### config.mk
export PLATFORM = sky130hd
export DESIGN_NAME = jtpopeye_objscan
export DESIGN_NICKNAME = d
export VERILOG_FILES = /design/src/rtl/jtpopeye_objscan_pkg.sv /design/src/rtl/jtpopeye_objlbuf.sv /design/src/rtl/jtpopeye_objscan.sv
export SDC_FILE = /design/constraint.sdc
export NUM_CORES = 2
export LEC_CHECK = 0
export BUFFER_PORTS_ARGS = -buffer_cell sky130_fd_sc_hd__buf_2
export CAP_MARGIN = 20
export CELL_PAD_IN_SITES_DETAIL_PLACEMENT = 1
export CELL_PAD_IN_SITES_GLOBAL_PLACEMENT = 1
export CORE_UTILIZATION = 45
export DETAILED_ROUTE_END_ITERATION = 12
export PLACE_DENSITY = 0.65
export SLEW_MARGIN = 20
export SYNTH_ARGS = -nofsm -noshare
export SYNTH_HDL_FRONTEND = slang
export SYNTH_SLANG_ARGS = --single-unit
### constraint.sdc
create_clock -name clk -period 17.6 [get_ports clk]
set_input_delay 3.52 -clock clk [delete_from_list [all_inputs] [get_ports clk]]
set_output_delay 3.52 -clock clk [all_outputs]
set_load 0.01 [all_outputs]
### src/rtl/jtpopeye_objscan_pkg.sv
// Shared definitions for the object line scanner: sprite entry layout,
// DJ descriptor field positions and scanner FSM encoding.
package jtpopeye_objscan_pkg;

    localparam logic [1:0] BYTE_X    = 2'd0;
    localparam logic [1:0] BYTE_Y    = 2'd1;
    localparam logic [1:0] BYTE_CODE = 2'd2;
    localparam logic [1:0] BYTE_ATTR = 2'd3;

    localparam int DJ_W          = 18;
    localparam int DJ_ROW_LSB    = 0;
    localparam int DJ_CODE_LSB   = 4;
    localparam int DJ_HFLIP      = 11;
    localparam int DJ_CSTART_LSB = 12;
    localparam int DJ_PAL_LSB    = 14;
    localparam int DJ_CODE7      = 17;

    typedef enum logic [1:0] {
        ST_IDLE  = 2'd0,
        ST_CLR   = 2'd1,
        ST_FETCH = 2'd2,
        ST_EVAL  = 2'd3
    } scan_state_t;

    // byte2 = {hflip, code[6:0]}, byte3 = {pal[2:0], code[7], xx, cstart[1:0]}
    function automatic logic [DJ_W-1:0] pack_dj(
        input logic [3:0] row,
        input logic [7:0] code_byte,
        input logic [7:0] attr_byte
    );
        logic [DJ_W-1:0] dj;
        dj = '0;
        dj[DJ_ROW_LSB    +: 4] = row;
        dj[DJ_CODE_LSB   +: 7] = code_byte[6:0];
        dj[DJ_HFLIP]           = code_byte[7];
        dj[DJ_CSTART_LSB +: 2] = attr_byte[1:0];
        dj[DJ_PAL_LSB    +: 3] = attr_byte[7:5];
        dj[DJ_CODE7]           = attr_byte[4];
        return dj;
    endfunction

endpackage

### src/rtl/jtpopeye_objlbuf.sv
// Double-buffered object line buffer: 2 banks x 64 slots of DJ descriptors,
// one write port on wbank, one read port on the opposite bank.
module jtpopeye_objlbuf
    import jtpopeye_objscan_pkg::*;
(
    input  logic            clk,
    input  logic            rst_n,
    input  logic            wbank,
    input  logic            clr,
    input  logic            we,
    input  logic [5:0]      waddr,
    input  logic [DJ_W-1:0] wdata,
    output logic            wvalid,
    input  logic [5:0]      raddr,
    output logic [DJ_W-1:0] rdata
);

    logic [1:0][63:0] valid;
    logic [DJ_W-1:0]  mem [0:127];
    logic             rbank;

    assign rbank  = ~wbank;
    assign wvalid = valid[wbank][waddr];

    // Payload needs no reset: the valid vector gates every read.
    always_ff @(posedge clk) begin
        if (we) mem[{wbank, waddr}] <= wdata;
    end

    always_ff @(posedge clk or negedge rst_n) begin
        if (!rst_n) begin
            valid <= '0;
        end else if (clr) begin
            valid[wbank] <= '0;
        end else if (we) begin
            valid[wbank][waddr] <= 1'b1;
        end
    end

    assign rdata = valid[rbank][raddr] ? mem[{rbank, raddr}] : '0;

endmodule

### src/rtl/jtpopeye_objscan.sv
// Object line scanner: walks sprite RAM each line, stores hitting objects'
// descriptors into the back bank and plays the front bank out on DJ.
module jtpopeye_objscan
    import jtpopeye_objscan_pkg::*;
#(
    parameter int OBJ_NUM = 64,
    parameter int OBJ_H   = 16
)(
    input  logic        clk,
    input  logic        rst_n,
    input  logic        pxl_cen,
    input  logic        line_start,
    input  logic [7:0]  V,
    input  logic [7:0]  H,
    input  logic        HB,
    input  logic        VB,
    input  logic        RV_n,
    output logic        obj_ram_cs,
    output logic [7:0]  obj_ram_addr,
    input  logic [7:0]  obj_ram_data,
    output logic [17:0] DJ,
    output logic        scan_busy
);

    localparam logic [5:0] LAST = 6'(OBJ_NUM - 1);

    scan_state_t     state, state_nxt;
    logic [5:0]      entry;
    logic [1:0]      bsel;
    logic            wbank;
    logic [7:0]      vline, x_q, y_q, code_q;
    logic [7:0]      row;
    logic            hit, clr, we, wvalid;
    logic [DJ_W-1:0] wdata, rdata;
    logic [5:0]      raddr;
    logic            unused;

    assign unused = ^{H[1:0], x_q[1:0]};

    always_ff @(posedge clk or negedge rst_n) begin
        if (!rst_n) state <= ST_IDLE;
        else        state <= state_nxt;
    end

    // line_start wins in every state: a running scan is abandoned
    always_comb begin
        state_nxt = state;
        if (line_start) begin
            state_nxt = ST_CLR;
        end else begin
            case (state)
                ST_IDLE:  state_nxt = ST_IDLE;
                ST_CLR:   state_nxt = ST_FETCH;
                ST_FETCH: if (bsel == BYTE_ATTR) state_nxt = ST_EVAL;
                ST_EVAL:  state_nxt = (entry == LAST) ? ST_IDLE : ST_FETCH;
                default:  state_nxt = ST_IDLE;
            endcase
        end
    end

    always_comb begin
        obj_ram_cs   = 1'b0;
        obj_ram_addr = 8'd0;
        clr          = 1'b0;
        we           = 1'b0;
        case (state)
            ST_CLR:   clr = ~line_start;
            ST_FETCH: begin
                obj_ram_cs   = 1'b1;
                obj_ram_addr = {entry, bsel};
            end
            ST_EVAL:  we = hit & ~wvalid & ~line_start;
            default: ;
        endcase
    end

    always_ff @(posedge clk or negedge rst_n) begin
        if (!rst_n) begin
            wbank  <= 1'b0;
            entry  <= 6'd0;
            bsel   <= 2'd0;
            vline  <= 8'd0;
            x_q    <= 8'd0;
            y_q    <= 8'd0;
            code_q <= 8'd0;
        end else if (line_start) begin
            wbank <= ~wbank;
            vline <= V;
        end else begin
            case (state)
                ST_CLR: begin
                    entry <= 6'd0;
                    bsel  <= 2'd0;
                end
                ST_FETCH: begin
                    bsel <= bsel + 2'd1;
                    // RAM data lags the address by one clk
                    case (bsel)
                        BYTE_Y:    x_q    <= obj_ram_data;
                        BYTE_CODE: y_q    <= obj_ram_data;
                        BYTE_ATTR: code_q <= obj_ram_data;
                        default: ;
                    endcase
                end
                ST_EVAL: entry <= entry + 6'd1;
                default: ;
            endcase
        end
    end

    assign row   = vline - y_q;
    assign hit   = row < 8'(OBJ_H);
    assign wdata = pack_dj(row[3:0], code_q, obj_ram_data);
    assign raddr = RV_n ? H[7:2] : ~H[7:2];

    jtpopeye_objlbuf u_lbuf (
        .clk    (clk),
        .rst_n  (rst_n),
        .wbank  (wbank),
        .clr    (clr),
        .we     (we),
        .waddr  (x_q[7:2]),
        .wdata  (wdata),
        .wvalid (wvalid),
        .raddr  (raddr),
        .rdata  (rdata)
    );

    always_ff @(posedge clk or negedge rst_n) begin
        if (!rst_n)       DJ <= '0;
        else if (pxl_cen) DJ <= (HB || VB) ? '0 : rdata;
    end

    assign scan_busy = (state != ST_IDLE);

endmodule

Word-level counts from Yosys, hierarchy flattened
Memory sizes are Yosys's and may differ from the RTL's. Index checks and enable logic that the tools add are counted.

$add $sub $neg: 3. Order comparisons: 7. Equality and inequality tests: 8. Multiplexer cells: 31. Bitwise gates (word level): 9. Reductions and logical operators: 13.

Operators by type and width (number): $mux W64 (6); $mux W128 (2); $and A128 B128 Y128 (1); $demux W64 S1 (2); $not A128 Y128 (1); $or A128 B128 Y128 (1); $mux W18 (2); $lt A6 B7 Y1 const B (2); $bmux W1 S6 (2); $pmux W6 S2 (1); $reduce_and A3 Y1 (3); $eq A2 B2 Y1 const B (4); $lt A8 B5 Y1 const B (1); $mux W1 (8); $mux W8 (1); $pmux W2 S4 (1); $reduce_bool A2 Y1 (4); $sub A8 B8 Y8 (1); $add A6 B1 Y6 const B (1); $demux W1 S6 (1); $eq A6 B6 Y1 const B (1); $ge A6 B1 Y1 const B (1); $mux W2 (3); $mux W6 (1); other kinds (13) (20).

Bits in registers: 189. RAM bits: 2304. Logic and storage cells: 83. Memories kept: 1.

Memory list: u_lbuf.mem (depth 128, width 18, rd ports 1, clocked after memory_dff 0, wr ports 1, line jtpopeye_objlbuf.sv:19) `logic [DJ_W-1:0] mem [0:127];`.

Longest topological paths before layout
Depth in word-level cells: 10. Depth in mapped cells: 14.

Hierarchy
Synthesis repeated with hierarchy kept, for this count alone.

Cells, all modules: 4768. Area, all modules: 98404.4 um^2.

By module, submodules not included: jtpopeye_objlbuf (instances 1, cells an instance 4493, area an instance 95529.1 um^2); jtpopeye_objscan (instances 1, cells an instance 275, area an instance 2875.3 um^2).

Worst setup path before layout
OpenSTA, ideal clock, no wires.

Path kind: input to register. Start: input port line_start. End: memory u_lbuf.mem[102][0], enable pin. Arrival: 6.128 ns. Required time: 17.184 ns. Slack: 11.056 ns. Stages: 9. Path buffers: 3. Cell sequence: clkbuf_1 -> inv_1 -> nand2_1 -> a211o_1 -> nor3_1 -> o2111ai_1 -> buf_2 -> buf_2 -> nor3_1.

Longest elaborated chain between the ends: 5.

RTL lines: start, declared (line jtpopeye_objscan.sv:12) `input logic line_start,`; $not A1 Y1 (no source line); $and A1 B1 Y1 (line jtpopeye_objscan.sv:72) `ST_EVAL: we = hit & ~wvalid & ~line_start;`; $mux W1 (line jtpopeye_objscan.sv:66) `case (state)`; $mux W1 (line jtpopeye_objlbuf.sv:27) `if (we) mem[{wbank, waddr}] <= wdata;`; $mux W1 (implied by the code) (line jtpopeye_objlbuf.sv:27); end, declared (line jtpopeye_objlbuf.sv:19).

No other way between the ends.

Final worst setup path
Start: input port RV_n. End: register DJ[1].

Longest elaborated chain between the ends: 5.

RTL lines: start, declared (line jtpopeye_objscan.sv:17) `input logic RV_n,`; $mux W6 (*) (line jtpopeye_objscan.sv:114) `assign raddr = RV_n ? H[7:2] : ~H[7:2];`; parallel branches: the longest is 2 deep, another holds $mem_v2 Z128 W18; $mux W18 (*) (line jtpopeye_objlbuf.sv:40) `assign rdata = valid[rbank][raddr] ? mem[{rbank, raddr}] : '0;`; $mux W18 (*) (line jtpopeye_objscan.sv:131) `else if (pxl_cen) DJ <= (HB || VB) ? '0 : rdata;`; end signal, assigned (line jtpopeye_objscan.sv:131); end, declared (line jtpopeye_objscan.sv:21) `output logic [17:0] DJ,`.

Every way passes the cells marked *. The select of a mux whose other input is x is not followed. A chain may end at the register's enable or synchronous reset.

==> key figures <==
Outcome
  • Outcome: completed

Critical path
  • Worst r2r path cells: 12
  • Crit start category: input pin
  • Worst setup path startpoint: RV_n
  • FF-to-FF setup slack: 12.00 ns
  • Crit end category: flop
  • CP arrival: 9.49 ns
  • Critical Path Sink: DJ[1]
  • Worst r2r dst: u_lbuf.mem[52][13]
  • Crit path kind: in -> reg
  • Critical path required time: 18.38 ns
  • Critical Path Fanout Max: 48
  • R2r startpoint: wbank

Timing
  • Max frequency: 115 MHz
  • Period utilization: 49.4%
  • Clk_skew: 0.0607 ns
  • Period minus WS final: 8.70 ns
  • Final setup TNS: 0 ns
  • Worst hold slack: 0.500 ns
  • Slew @ Worst Pin: 1.23 ns
  • Slew headroom: 17.6%
  • RSZ-0062 raised after global routing: false
  • Final count of pins violating max slew: 0
  • Post-route worst setup slack: 8.90 ns
  • Fin. Hold Viols: 0
  • Final setup fails: 0

Placement
  • Placer Congestion: 0.840
  • Post-DP HPWL: 203000 um
  • Setup WS pre-CTS: 8.17 ns
  • # port buffers: 56

Yosys
  • Leading area contributor after synthesis: edfxtp_1
  • Asr flop ratio synth: 7.51%
  • Most common flop cell mapped by yosys: edfxtp_1
  • Share of the synthesized area in the top cell type: 67.7%
  • Sequential share of the synthesized area: 72.3%
  • Synth cell types: 83
  • Synth area leaders: edfxtp_1 68%, mux4_2 8.2%, dfrtp_1 4.6%
  • Register bit count reported by yosys: 2491
  • Post-Synthesis Cells: 6129
  • EDFF count, synth: 2304
  • Avg Inst Size Synth: 16.7 sq um
  • Mapped Nets: 6176
  • Post-synthesis cell area: 102000 sq um
  • Yosys warnings: 0

Power
  • Internal cell power: 10.3 mW
  • Clock power frac: 39.6%
  • Peak VDD IR: 0.0852 mV
  • Switch Pwr: 3.73 mW
  • Total power: 14.0 mW
  • PwrDens: 122 nW/um^2
  • Net Sw Frac: 26.6%
  • Logic pwr share: 12.8%
  • Seq pwr share: 47.6%
  • LEAKAGE: 37.5 nW

Clocking
  • Clock Sinks: 2491
  • Reg clk slew, reported paths: 0.06 ns
  • CTS Buffer Depth: 4
  • CTS tree: done
  • Htree depth: 5
  • Cells resized by post-CTS repair: 0
  • Clk_lat worst skew: 0.94 ns
  • Hold buffer count at cts: 0
  • CTS Root Cell: clkbuf_16
  • Setup bufs post-CTS: 0
  • Total CTS buffers: 282

Floorplanning
  • Die Width: 479 um
  • I/O pin total: 59
  • Die area: 229000 sq um
  • Core area: 225000 sq um
  • Rows: 174
  • Die height: 479 um
  • Initial Utilization: 45.4%

Route
  • Via/cell ratio: 6.78
  • First-pass DRT Iterations: 5
  • Via count: 64100
  • Wire length per cell: 37.0 um
  • Initial DRC Count: 8473
  • Total wire length: 350000 um
  • Final ANT Viol Nets: 0
  • Post-route DRC: 0

Global routing
  • Number of global-route vias before repair: 65300
  • Total gr overflow: 0
  • Initial antenna violation count: 14
  • Largest net degree at the start of global routing: 112
  • Total GRT Usage: 30.3%
  • First-pass GRT wire length: 491000 um

Layout
  • Sequential Area: 73900 sq um
  • Ratio of cells with drive above 1 in the final layout: 19.9%
  • Fillcell total: 20900
  • Area Overhead vs Synth: 12.9%
  • Fin nets: 6313
  • Footprint of the multi-input gates: 26600 sq um

Hold path
  • Worst Hold Class: reg -> reg
  • Hold path cells: 2

Flow run
  • # Max-Cap Violations: 0
[sequential cells by signal, summed over array words and instances, names as in the netlist]
signal        count
DJ               18
bsel              2
code_q            8
entry             6
state             2
u_lbuf.mem     2304
u_lbuf.valid    128
vline             8
wbank             1
x_q               6
y_q               8
[power groups by stage]
stage                     clock (mW)  combinational, mW  sequential (mW)
after floorplan                    0              0.960             6.78
after global placement             0               1.73             6.80
after detailed placement           0               1.76             6.80
after CTS                       5.61               1.77             6.68
after global routing            5.81               1.85             6.68
final                           5.56               1.80             6.68
[worst max-delay path, stage by stage]
cell and delay, ns:
buf_2 0.27, buf_4 0.66, xnor2_4 0.17, buf_4 0.42
buf_4 0.64, buf_4 0.73, buf_4 0.72, mux4_2 0.41
a211oi_1 0.59, nor3_1 0.14, nor4_1 0.87, o32ai_1 0.15
[layer usage]
layer | global-route usage [%] | vias up | share of wire (%) | wire, um
met4 | 15.2 | 6 | 5.4 | 19000
met3 | 5.48 | 792 | 9.1 | 31800
met2 | 47.3 | 3516 | 46 | 162000
met5 | 0 | - | 0.021 | 74
met1 | 41.1 | 34300 | 39 | 137000
li1 | - | 25400 | - | -
[through the flow]
stage	instances	util (%)	instance area [sq um]
CTS	9448	51.2	115000
global placement	8971	47.5	107000
floorplan	6129	-	102000
finish	9461	51.2	115000
global route	9450	51.2	115000
detailed placement	8972	47.5	107000
[area by class of cell]
| type | instances | area share, % |
|---|---|---|
| antenna | 11 | 0.0238 |
| tap | 2992 | 3.24 |
| sequential | 2491 | 64.0 |
| multi-input combinational | 3121 | 23.1 |
| clock buffer | 355 | 6.53 |
| timing repair buffer | 335 | 2.20 |
| clock inverter | 121 | 0.799 |
| inverter | 35 | 0.120 |
[synth_stat cells (26+ instances only)]
master    number
buf_2        158
a21oi_1       75
a221oi_1     195
o31ai_1       67
a31oi_1       59
mux4_2       373
a211oi_1      26
nand2_1      618
o221ai_1     197
edfxtp_1    2304
inv_1         33
buf_1         81
buf_4         53
mux2_2        33
o22ai_1      228
a22o_1        50
a311oi_1      26
dfrtp_1      187
mux2i_1      150
clkbuf_1     167
nor2_1       156
nor3_1        98
o21ai_0      201
nand3_1      243
a32oi_1       26
[cell usage in the layout, fill, tap and decap left out, types with 150 or more instances in the layout]
master	netlist	final
edfxtp_1	2304	2304
nand2_1	618	613
mux4_2	373	373
clkbuf_16	0	289
buf_4	53	272
nand3_1	243	242
o22ai_1	228	228
o21ai_0	201	200
o221ai_1	197	197
a221oi_1	195	195
dfrtp_1	187	177
mux2i_1	150	150
[logic make-up after synthesis]
family / Yosys count / share of synthesized area, %
AO/OA/AOI/OAI: 1273 / 9.04
XOR/XNOR: 20 / 0.215
AND/OR/NAND/NOR: 1240 / 5.34
adder cells (fa/ha/maj): 16 / 0.203
multiplexers: 572 / 10.5
flip-flops: 2491 / 72.3
buffers and inverters: 517 / 2.47
[worst min path at each step]
stage                      startpoint                end  slack [ns]
finish              u_lbuf.valid[114]  u_lbuf.valid[114]        0.50
global route        u_lbuf.valid[115]  u_lbuf.valid[115]        0.52
CTS                 u_lbuf.valid[114]  u_lbuf.valid[114]        0.50
detailed placement   u_lbuf.valid[32]   u_lbuf.valid[32]        0.48
global placement     u_lbuf.valid[96]   u_lbuf.valid[96]        0.47
floorplan           u_lbuf.valid[102]  u_lbuf.valid[102]        0.46
Note: power is estimated with default switching activity, not from simulation.
